### config.mk
export PLATFORM = sky130hd
export DESIGN_NAME = bus_xfer_sequencer
export DESIGN_NICKNAME = d
export VERILOG_FILES = /design/src/rtl/bus_xfer_sequencer.sv
export SDC_FILE = /design/constraint.sdc
export NUM_CORES = 1
export LEC_CHECK = 0
export CAP_MARGIN = 20
export CORE_MARGIN = 4
export CORE_UTILIZATION = 54
export DETAILED_ROUTE_END_ITERATION = 6
export PLACE_DENSITY_LB_ADDON = 0.25
export SYNTH_ARGS = -nofsm -noshare
export SYNTH_HDL_FRONTEND = slang
export SYNTH_SLANG_ARGS = --single-unit
### constraint.sdc
create_clock -name clk -period 3.3 [get_ports clk]
set_input_delay 0.495 -clock clk [delete_from_list [all_inputs] [get_ports clk]]
set_output_delay 0.495 -clock clk [all_outputs]
set_load 0.02 [all_outputs]
### src/rtl/bus_xfer_sequencer.sv
//==============================================================================
// Module : bus_xfer_sequencer
// Brief  : Queues register-transfer commands and sequences each one onto the
//          single bus as a one-hot source out-enable plus a destination load.
// Rev    : 1.0
//==============================================================================
`default_nettype none

module bus_xfer_sequencer #(
    parameter int DEPTH = 4,
    parameter int NSRC  = 24,
    parameter int NDST  = 24
) (
    input  logic            clk,
    input  logic            rst_n,
    input  logic            cmd_valid,
    output logic            cmd_ready,
    input  logic [4:0]      cmd_src,
    input  logic [4:0]      cmd_dst,
    input  logic            hold,
    input  logic            err_clr,
    output logic [NSRC-1:0] src_oe,
    output logic [NDST-1:0] dst_in,
    output logic            busy,
    output logic            err_illegal,
    output logic [2:0]      fifo_count
);

    localparam int              c_aw      = $clog2(DEPTH);
    localparam int              c_cw      = $clog2(DEPTH + 1);
    localparam logic [c_cw-1:0] c_depth   = c_cw'(DEPTH);
    localparam logic [5:0]      c_nsrc    = 6'(NSRC);
    localparam logic [5:0]      c_ndst    = 6'(NDST);
    localparam logic [NSRC-1:0] c_src_one = NSRC'(1);
    localparam logic [NDST-1:0] c_dst_one = NDST'(1);

    typedef enum logic [1:0] {
        IDLE  = 2'd0,
        DRIVE = 2'd1,
        LATCH = 2'd2
    } state_t;

    logic [9:0]      r_mem [DEPTH];
    logic [c_aw-1:0] r_wptr;
    logic [c_aw-1:0] r_rptr;
    logic [c_cw-1:0] r_count;
    logic [c_cw-1:0] r_old;
    logic            r_init;
    state_t          r_state;
    logic [4:0]      r_src;
    logic [4:0]      r_dst;

    state_t          w_state_nxt;
    logic            w_push;
    logic            w_pop;
    logic            w_err_set;
    logic            w_can_pop;
    logic            w_legal;
    logic [4:0]      w_head_src;
    logic [4:0]      w_head_dst;
    logic [4:0]      w_src_nxt;
    logic [4:0]      w_dst_nxt;
    logic [NSRC-1:0] w_src_oe_nxt;
    logic [NDST-1:0] w_dst_in_nxt;

    assign cmd_ready  = r_init && (r_count < c_depth);
    assign w_push     = cmd_valid && cmd_ready;
    assign w_head_src = r_mem[r_rptr][9:5];
    assign w_head_dst = r_mem[r_rptr][4:0];
    assign w_legal    = ({1'b0, w_head_src} < c_nsrc) && ({1'b0, w_head_dst} < c_ndst);
    // r_old counts entries written at least one edge ago; only those may issue.
    assign w_can_pop  = (r_old != '0) && !hold;
    assign busy       = (r_count != '0) || (r_state != IDLE);
    assign fifo_count = 3'(r_count);

    always_ff @(posedge clk) begin
        if (w_push) begin
            r_mem[r_wptr] <= {cmd_src, cmd_dst};
        end
    end

    always_comb begin
        w_state_nxt = r_state;
        w_pop       = 1'b0;
        w_err_set   = 1'b0;
        w_src_nxt   = r_src;
        w_dst_nxt   = r_dst;
        case (r_state)
            IDLE, LATCH: begin
                w_state_nxt = IDLE;
                if (w_can_pop) begin
                    w_pop = 1'b1;
                    if (w_legal) begin
                        w_state_nxt = DRIVE;
                        w_src_nxt   = w_head_src;
                        w_dst_nxt   = w_head_dst;
                    end else begin
                        w_err_set = 1'b1;
                    end
                end
            end
            DRIVE:   w_state_nxt = LATCH;
            default: w_state_nxt = IDLE;
        endcase

        w_src_oe_nxt = '0;
        w_dst_in_nxt = '0;
        if (w_state_nxt != IDLE) begin
            w_src_oe_nxt = c_src_one << w_src_nxt;
        end
        if (w_state_nxt == LATCH) begin
            w_dst_in_nxt = c_dst_one << w_dst_nxt;
        end
    end

    always_ff @(posedge clk or negedge rst_n) begin
        if (!rst_n) begin
            r_wptr      <= '0;
            r_rptr      <= '0;
            r_count     <= '0;
            r_old       <= '0;
            r_init      <= 1'b0;
            r_state     <= IDLE;
            r_src       <= '0;
            r_dst       <= '0;
            src_oe      <= '0;
            dst_in      <= '0;
            err_illegal <= 1'b0;
        end else begin
            r_init  <= 1'b1;
            r_state <= w_state_nxt;
            r_src   <= w_src_nxt;
            r_dst   <= w_dst_nxt;
            src_oe  <= w_src_oe_nxt;
            dst_in  <= w_dst_in_nxt;
            r_count <= r_count + c_cw'(w_push) - c_cw'(w_pop);
            r_old   <= r_count - c_cw'(w_pop);
            if (w_push) begin
                r_wptr <= r_wptr + c_aw'(1);
            end
            if (w_pop) begin
                r_rptr <= r_rptr + c_aw'(1);
            end
            if (w_err_set) begin
                err_illegal <= 1'b1;
            end else if (err_clr) begin
                err_illegal <= 1'b0;
            end
        end
    end

endmodule

`default_nettype wire

==> results list, run 1 <==
* Worst setup slack after layout: approximately 360 ps
* DRC Markers: 0
* Clock transition time at the flip-flop clock pins of the worst setup and hold paths: 90 ps
- The final layout contains 383 nets.
- The number of hold-slack violations in the final timing report came to 0.
* Number of enable-type register cells in the synthesized netlist: 40
* Cell-by-cell listing of the critical path: mux4_2, a211o_4, or4b_4, a2111oi_1
* Total core area: between 8000 and 9000 sq um
* Routed length per placed instance: between 15 and 20 um
- On the critical path the largest part of the delay comes from compound AO/OA/AOI/OAI gates.
- STA puts the critical path data arrival time at about 3200 ps.
* Unrepaired setup endpoints after global routing: false
- Share of synthesized area occupied by flip-flops and latches: 64.31%
* Pre-CTS setup slack: between 300 and 400 ps
- The floorplan step defined a die boundary enclosing between 10,000 and 15,000 sq um.
* I/O Buffers: 68
- Wires add up to 8496 um.
* Total number of placement rows: 33
* Routed Antenna Nets: 0
* Proportion of layout cells with a drive suffix above 1: between 20% and 30%
- The number of antenna diodes in the final layout is 0.
* Max-slew violation count: 0
* Maximum number of pins on one net before global-route repair: 50
* Peak supply drop: around 0.5 mV
- Largest family of logic cells by synthesized area: compound AO/OA/AOI/OAI gates
- For the finished layout, the period the worst path requires is 2939 ps.
* Max-cap check violation count: 0
- The analysis attributes to cell leakage a power of around 2.1 nW.
* Ranking of synthesized cells by instance count: 72 x sky130_fd_sc_hd__dfrtp_1, 40 x sky130_fd_sc_hd__edfxtp_1, 25 x sky130_fd_sc_hd__a2111oi_2
* Count of buffer and inverter cells on the critical path: 0
- The worst setup path is captured at a flip-flop.
* Flop and latch count out of synthesis: 112
- Of the total synthesized cell area, the portion taken by full adders, half adders and majority gates is 2.572%.
* Routed via count divided by cell count: ~6
- In this run the number of H-tree levels came out at 3.
- Area share of and/or/nand/nor cells after synthesis: under 10%
- Yosys top cell by area: sky130_fd_sc_hd__dfrtp_1
* Worst-case clock skew: 9.210 ps
- From synthesis to final layout, the design area changed by 20.69%.
- The design draws 4.433 mW.
- In this design, the stage delay of the slowest critical-path cell is 700 ps.
* Total power divided by cell area: slightly below 800 nW/um^2
* Parity-gate share of the synthesized area counting xor and xnor cells: about 1.1%
- Area of the multi-input gates: roughly 1500 sq um
- Gates resized during post-CTS repair numbered 0.
* Crit Path Class: reg -> reg
* Sequential standard cell area: around 3000 sq um
- Reg-to-reg startpoint: r_rptr[0]
- After synthesis, the share of flip-flops with an asynchronous set or reset is between 60 and 70%.
- Worst hold-check path type: in -> async
- Avg Inst Size Synth: about 16 sq um
- Timing would allow up to roughly 340 MHz.
- HPWL after DPL: 5995 um
* Total clock sinks: around 110
* GR Overflow Total: 0
- The die is 101.0 um wide.
* Transition at the pin with the smallest max-transition slack: a little over 1000 ps
* Count of hold-fix buffers inserted at cts: 0
- The number of antenna violations at the first check in global routing is 0.
* Synth area leaders: sky130_fd_sc_hd__dfrtp_1 39%, sky130_fd_sc_hd__edfxtp_1 26%, sky130_fd_sc_hd__a2111oi_2 8.0%
- Worst-skew pair later-pin latency: 360 ps
- Core occupancy in the finished layout: 67.90%
- Fraction of synthesized area in multiplexers: under 10%
* Maximum count of clock buffers along a single path: 2
- Summing every instance area after synthesis gives roughly 4700 sq um.
- Worst Reg-to-Reg Cells: 4
* Post-synthesis cell count: about 290
- After filler insertion, the fill cell instance count of the layout stands at around 600.
- Buffers inserted by post-CTS timing repair: 0
- The routed layout has roughly 2,800 vias.
- The share of synthesized area in the top cell type comes to roughly two fifths.
- The worst setup path is launched from a flip-flop.
- During I/O placement, the number of pins put on the boundary was just under 70.
- Setup violations remaining at the end of the flow were counted as 0.
- Number of DRC markers in iteration 0: ~160
- Worst-case headroom to the max-slew limit: 30.53%
- Yosys mapped the design onto 47 distinct sky130hd cell types.
* Chip height: around 100 um
* Global-route wire length before repair: 14,450 um
* Complex-gate fraction of the synthesized area: 17.20%
* Setup TNS Final: 0 ps
* Cell with the biggest individual delay on the critical path: sky130_fd_sc_hd__mux4_2
* Flip-flop cell with the highest count after synthesis: sky130_fd_sc_hd__dfrtp_1
- The worst register-to-register path has a setup slack of around 360 ps.
- At the worst endpoint, the required time is roughly 3500 ps.
* Effective utilization at floorplan: ~56%
* Peak fanout along the critical path: 17
* GPL Wtd Cong: between 0.8 and 0.9
* GR Util All Layers: 18.45%
* Clock root buffer: sky130_fd_sc_hd__clkbuf_8
* Number of clock buffers inserted by TritonCTS: 9
- TritonCTS built the clock tree.
* Most numerous cell in the Yosys netlist: sky130_fd_sc_hd__dfrtp_1
- The number of global-route vias before repair is 2,839.
* DRT Pass-1 Iters: 4
- The run finished with clean final reports.
- Post-synthesis net count: just over 300
* Count of warnings emitted by yosys: 0
- In this run the critical register-to-register path is captured at dst_in[20].
- The worst path uses between 80 and 90% of the clock period.
-- state kept, by name, indices dropped and copies added, names as in the netlist --
| name | flops |
|---|---|
| r_src | 5 |
| src_oe | 24 |
| r_old | 3 |
| r_mem | 40 |
| r_rptr | 2 |
| dst_in | 24 |
| err_illegal | 1 |
| r_state | 2 |
| r_dst | 5 |
| r_init | 1 |
| fifo_count | 3 |
| r_wptr | 2 |
-- report_power, final --
group	internal, mW	leakage (nW)	switching [mW]
Clock	0.283	0.0771	0.416
Sequential	1.67	1.32	0.175
Combinational	0.684	0.701	1.20
-- through the flow --
step                      hold WS (ps)  instances  instance area, sq um
final                            99.45        469                  5635
after CTS                        341.0        468                  5615
after detailed placement         536.0        452                  5453
after floorplan                  199.4        287                  4669
after global routing             125.2        469                  5635
after global placement           511.3        452                  5453
-- kinds of logic (layout without fill, tap and decap cells) --
kind of cell | Yosys count | in the layout
AO/OA/AOI/OAI | 73 | 73
XOR/XNOR | 6 | 6
adder cells (fa/ha/maj) | 9 | 9
buffers and inverters | 30 | 107
flip-flops | 112 | 112
multiplexers | 15 | 15
other | 1 | 1
AND/OR/NAND/NOR | 41 | 41
-- worst register-to-register path: cells and delay by family (launching register included) --
kind | cells | cell delay, ps
DFF | 1 | 630
and+or+nand+nor | 1 | 610
AOI/OAI and AO/OA | 2 | 870
muxes | 1 | 700
-- worst max path at each step --
stage	slack, ps	depth (start not counted)	to	start
floorplan	570	9	fifo_count[2]	r_old[1]
detailed placement	360	4	dst_in[20]	r_rptr[0]
global route	180	4	dst_in[12]	r_rptr[0]
CTS	340	4	dst_in[20]	r_rptr[0]
finish	360	4	dst_in[20]	r_rptr[0]
global placement	370	10	fifo_count[2]	hold
-- routing by layer --
layer  wire length (um)  vias to the layer above  global-route usage (%)
met4                131                        0                   7.362
met2               4399                       60                   30.28
met3                340                        9                   2.907
met1               3625                     1408                   24.85
met5                  0                        -                       0
li1                   -                     1285                       -
-- area by class of cell --
| cell class | count | area share [%] |
|---|---|---|
| tap | 105 | 2.331 |
| multi-input combinational | 145 | 27.11 |
| timing repair buffer | 77 | 13.41 |
| inverter | 14 | 0.9769 |
| clock inverter | 3 | 0.3552 |
| sequential | 112 | 53.29 |
| clock buffer | 13 | 2.531 |
-- layout by cell type (no fill, tap or decap), types with 2 or more instances in the layout --
| cell | Yosys | final |
|---|---|---|
| sky130_fd_sc_hd__clkbuf_1 | 5 | 3 |
| sky130_fd_sc_hd__nand4_1 | 2 | 2 |
| sky130_fd_sc_hd__ha_1 | 8 | 8 |
| sky130_fd_sc_hd__o21ai_1 | 9 | 9 |
| sky130_fd_sc_hd__a2111oi_2 | 25 | 25 |
| sky130_fd_sc_hd__clkinvlp_4 | 0 | 2 |
| sky130_fd_sc_hd__nor2b_1 | 7 | 7 |
| sky130_fd_sc_hd__o211ai_1 | 2 | 2 |
| sky130_fd_sc_hd__and2_1 | 2 | 2 |
| sky130_fd_sc_hd__clkdlybuf4s50_1 | 0 | 67 |
| sky130_fd_sc_hd__or4b_4 | 4 | 4 |
| sky130_fd_sc_hd__a2111oi_1 | 9 | 9 |
| sky130_fd_sc_hd__clkbuf_8 | 0 | 9 |
| sky130_fd_sc_hd__o21bai_2 | 2 | 2 |
| sky130_fd_sc_hd__or4_4 | 2 | 2 |
| sky130_fd_sc_hd__mux2_2 | 5 | 5 |
| sky130_fd_sc_hd__nand2_1 | 4 | 4 |
| sky130_fd_sc_hd__inv_1 | 12 | 12 |
| sky130_fd_sc_hd__and3_1 | 5 | 5 |
| sky130_fd_sc_hd__nand3_1 | 2 | 2 |
| sky130_fd_sc_hd__a221oi_1 | 11 | 11 |
| sky130_fd_sc_hd__edfxtp_1 | 40 | 40 |
| sky130_fd_sc_hd__a2111oi_0 | 5 | 5 |
| sky130_fd_sc_hd__buf_4 | 0 | 8 |
| sky130_fd_sc_hd__nor2_1 | 6 | 6 |
| sky130_fd_sc_hd__mux4_2 | 10 | 10 |
| sky130_fd_sc_hd__dfrtp_1 | 72 | 72 |
| sky130_fd_sc_hd__xnor2_1 | 4 | 4 |
| sky130_fd_sc_hd__xor2_1 | 2 | 2 |
| sky130_fd_sc_hd__nor3_1 | 2 | 2 |
| sky130_fd_sc_hd__or2_2 | 2 | 2 |
No activity file was read; power rests on OpenSTA's default activity.
==> inputs of run 2 (changes only) <==
--- a/config.mk
+++ b/config.mk
@@ -5,10 +5,12 @@
 export SDC_FILE = /design/constraint.sdc
 export NUM_CORES = 1
 export LEC_CHECK = 0
+export ABC_AREA = 1
 export CAP_MARGIN = 20
 export CORE_MARGIN = 4
 export CORE_UTILIZATION = 54
 export DETAILED_ROUTE_END_ITERATION = 6
+export GPL_ROUTABILITY_DRIVEN = 0
 export PLACE_DENSITY_LB_ADDON = 0.25
 export SYNTH_ARGS = -nofsm -noshare
 export SYNTH_HDL_FRONTEND = slang
==> run 2 against run 1 <==
Against the previous run: utilization up 0.61 points; flip-flop and latch count stayed put; synthesized area down 1.2%; synthesized cell count increased by 54%; power grew 5.2%; maximum frequency up 18%; critical endpoint is now dst_in[21]; highest routed layer unchanged.
==> results list, run 2 <==
* Commonest non-fill, non-tap cell in the layout: sky130_fd_sc_hd__nand2_1
- The number of nets still failing antenna checks after routing was 0 (unchanged).
* DRC Markers: 0 (unchanged)
- The setup path with the least slack is of type reg -> reg.
- Layout Cell Area excl Fill: 5658 sq um (+0.40%)
* Highest-count cells in the layout ignoring fill and taps: 92 x sky130_fd_sc_hd__nand2_1, 72 x sky130_fd_sc_hd__dfrtp_1, 67 x sky130_fd_sc_hd__clkdlybuf4s50_1
- HPWL after DPL: 6005 um (+0.17%)
* Crit Reg-Reg Endpoint: dst_in[21]
* I/O Buffers: 68 (unchanged)
* Total power divided by cell area: 824.2 nW/um^2 (+4.8%)
- Synth area leaders: sky130_fd_sc_hd__dfrtp_1 39%, sky130_fd_sc_hd__edfxtp_1 26%, sky130_fd_sc_hd__nand2_1 7.5%
- N_diodes: 0 (unchanged)
- Chip height: 100.5 um (-0.53%)
* Complex-gate fraction of the synthesized area: 0.8403% (-16 points)
- The flow ran to the end, and the final reports show no timing, DRC or antenna violations.
- Post-synthesis net count: 465 (+50%)
- The Yosys warning count came to 0 (unchanged).
- Worst-skew pair later-pin latency: 360 ps (about the same)
- The combinational power share came to 41.9% (-0.6 points).
* Most numerous cell in the Yosys netlist: sky130_fd_sc_hd__nand2_1
- The worst endpoint required time was 3600 ps (+70 ps).
- The final cell utilization of the core came to 68.52% (+0.61 points).
* Number of clock buffers inserted by TritonCTS: 9 (unchanged)
- Async S/R FF share, synth: 64.29% (unchanged)
* Biggest regs: r_mem: 40 flops, dst_in: 24 flops, src_oe: 24 flops
* Highest clock rate: 402.6 MHz (+18%)
- Maximum number of pins on one net before global-route repair: 50 (unchanged)
- Via count: 3,063 (+11%)
* Buffers inserted by post-CTS timing repair: 0 (unchanged)
- Unrepaired setup endpoints after global routing: false
* Non-filler cells, final: 629 (+34%)
- The cell count of the worst reg-to-reg path was 10 (+6).
* Post-synthesis cell count: 441 (+54%)
* Sequential share of power: 38.8% (-2.9 points)
- The number of maximum-capacitance violations was 0 (unchanged).
* Routed length per placed instance: 13.29 um (-27%)
- The maximum fanout along the worst path came to 17 (unchanged).
- The flip-flop count of the largest register after layout is 40 (unchanged).
- The length of the first detailed-routing pass in iterations was 4 (unchanged).
* Top Ports: 69 (unchanged)
- The register-to-register setup slack was 820 ps (+450 ps).
- The die span in x came to 100.5 um (-0.53%).
- CTS H-tree lvls: 3 (unchanged)
- By count the netlist is led by 92 x sky130_fd_sc_hd__nand2_1, 72 x sky130_fd_sc_hd__dfrtp_1, 65 x sky130_fd_sc_hd__inv_1.
- In this run the worst hold path is classified as in -> async.
- The count of flip-flops with a built-in enable after synthesis is 40 (unchanged).
- Netlist area before placement: 4616 sq um (-1.2%)
- Clock Power Share: 19.3% (+3.5 points)
- Yosys top cell by area: sky130_fd_sc_hd__dfrtp_1
- The leakage power figure was 2.621 nW (+25%).
* Post-synthesis to final-layout area growth: 22.58%
* Count of hold-fix buffers inserted at cts: 0 (unchanged)
- The number of cell rows was 33 (unchanged).
- The worst register-to-register path begins at r_rptr[1].
- The per-cell via count in the routed design came to 4.870 (-17%).
* Number of DRC markers in iteration 0: 186 (+16%)
- The maximum ir drop on the vdd rail was 0.4884 mV (-4.2%).
- The fraction of layout cells with a size suffix above 1 was 11.45% (-11 points).
- The quantity of gates resized following cts is 0 (unchanged).
- The signal arrival time at the worst endpoint was 2780 ps (-390 ps).
* Final hold violation count: 0 (unchanged)
- In the synthesized netlist the dominant register cell turns out to be sky130_fd_sc_hd__dfrtp_1.
- The area of placed instances was 5399 sq um (-0.99%).
- Type of element launching the critical path: flip-flop
* Critical Path End Type: flip-flop
- The area share of the largest cell type after synthesis is 39.03% (+0.45 points).
* Flop and latch count out of synthesis: 112 (unchanged)
- The post-synthesis share of cell area spent on xor and xnor gates was 0.9488% (-0.18 points).
* Setup TNS Final: 0 ps (unchanged)
* Count of endpoints failing setup in the final report: 0 (unchanged)
* Overall die area: 10,090 sq um (-1.1%)
* Synthesized-area fraction occupied by adder cells: 2.602% (+0.030 points)
- r_mem holds more flip-flops than any other register.
- The switching part of the total came to 41.35% (+0.93 points).
- Via count of the first global-routing pass: 3,030 (+6.7%)
- Share of synthesized area occupied by flip-flops and latches: 65.06% (+0.75 points)
- Nets: 543 (+42%)
- The maximum root-to-sink buffer count came to 2 (unchanged).
- Post-layout min period: 2484 ps (-454.6 ps)
- The register clock-pin slew on the reported worst setup and hold paths came to 100 ps (about the same).
- The starting utilization of the core area came to 55.89% (-0.37 points).
* Worst-case clock skew: 9.581 ps (+0.3704 ps)
- The area of the core was 8258 sq um (-0.50%).
- The wire length of the first global-routing pass was 14,160 um (-2.0%).
- Max-slew violation count: 0 (unchanged)
- Period Utilization, post-route: 75.27% (-14 points)
- The total net switching power is 1.928 mW (+7.6%).
- The overall routed net length is 8361 um (-1.6%).
- Area share of and/or/nand/nor cells after synthesis: 23.07% (+17 points)
* Avg Inst Size Synth: 10.47 sq um (-36%)
- The clock sink count was 112 (unchanged).
* Worst hold slack: 64.13 ps (-35.32 ps)
- Clock root buffer: sky130_fd_sc_hd__clkbuf_8
- The cell count after placement came to 612 (+35%).
- Fraction of synthesized area in multiplexers: 0% (-6.0 points)
* P_int: 2.735 mW (+3.6%)
* GR Overflow Total: 0 (unchanged)
- GR Util All Layers: 17.94% (-0.51 points)
* Count of distinct cell types in the synthesized netlist: 29 (-38%)
- After synthesis, the largest family of logic cells by area is simple AND/OR/NAND/NOR gates.
* CTS tree: built
* Initial antenna violation count: 0 (unchanged)
==> run 2: worst max path at each step <==
| stage | startpoint | endpoint | slack [ps] |
|---|---|---|---|
| after floorplan | fifo_count[2] | fifo_count[2] | 880 |
| after detailed placement | hold | fifo_count[2] | 790 |
| after global placement | hold | fifo_count[2] | 820 |
| final | r_rptr[1] | dst_in[21] | 820 |
| after global routing | r_rptr[0] | dst_in[20] | 480 |
| after CTS | r_rptr[0] | src_oe[23] | 830 |
==> run 2: layout make-up <==
class | instances | area, sq um
Clock inverter | 5 | 65.06
Fill cell | 657 | 2600
Inverter | 70 | 265.3
Tap cell | 105 | 131.4
Timing Repair Buffer | 76 | 748.2
Sequential cell | 112 | 3003
Clock buffer | 11 | 173.9
Multi-Input combinational cell | 250 | 1271
==> run 2: worst max-delay path, stage by stage, from the launching register on <==
cell and delay (ps):
sky130_fd_sc_hd__dfrtp_1 640, sky130_fd_sc_hd__inv_2 200, sky130_fd_sc_hd__nand3_1 130, sky130_fd_sc_hd__nand2_1 70
sky130_fd_sc_hd__nand2_1 360, sky130_fd_sc_hd__nand3_4 290, sky130_fd_sc_hd__inv_1 160, sky130_fd_sc_hd__nand2_1 100
sky130_fd_sc_hd__nand2_4 90, sky130_fd_sc_hd__nand2_1 200, sky130_fd_sc_hd__nor2_1 170
==> run 2: power groups by stage <==
| stage | Sequential, mW | Combinational [mW] | Clock (mW) |
|---|---|---|---|
| after floorplan | 1.88 | 1.42 | 0 |
| after global placement | 1.83 | 1.88 | 0 |
| after detailed placement | 1.84 | 1.94 | 0 |
| after CTS | 1.81 | 1.95 | 0.920 |
| after global routing | 1.84 | 2.22 | 0.969 |
| final | 1.81 | 1.95 | 0.902 |
==> run 2: through the flow <==
stage | power [mW] | worst slack (ps)
3_3_place_gp | 3.710 | 818.1
6_report | 4.663 | 816.1
5_1_grt | 5.025 | 482.0
2_1_floorplan | 3.297 | 883.0
4_1_cts | 4.684 | 828.5
3_5_place_dp | 3.779 | 794.7
==> run 2: metal layers <==
layer / wire, um / part of all wire (%) / global-route usage (%)
met1: 3687 / 44 / 23.28
met2: 4140 / 50 / 30.48
met3: 410 / 4.9 / 3.322
met4: 123 / 1.5 / 6.218
met5: 0 / 0 / 0
==> run 2: cells by family after synthesis <==
| group | Yosys count |
|---|---|
| simple gates | 228 |
| flops | 112 |
| buf+inv | 79 |
| fa+ha+maj | 9 |
| compound gates | 7 |
| xor+xnor | 5 |
| other cells | 1 |
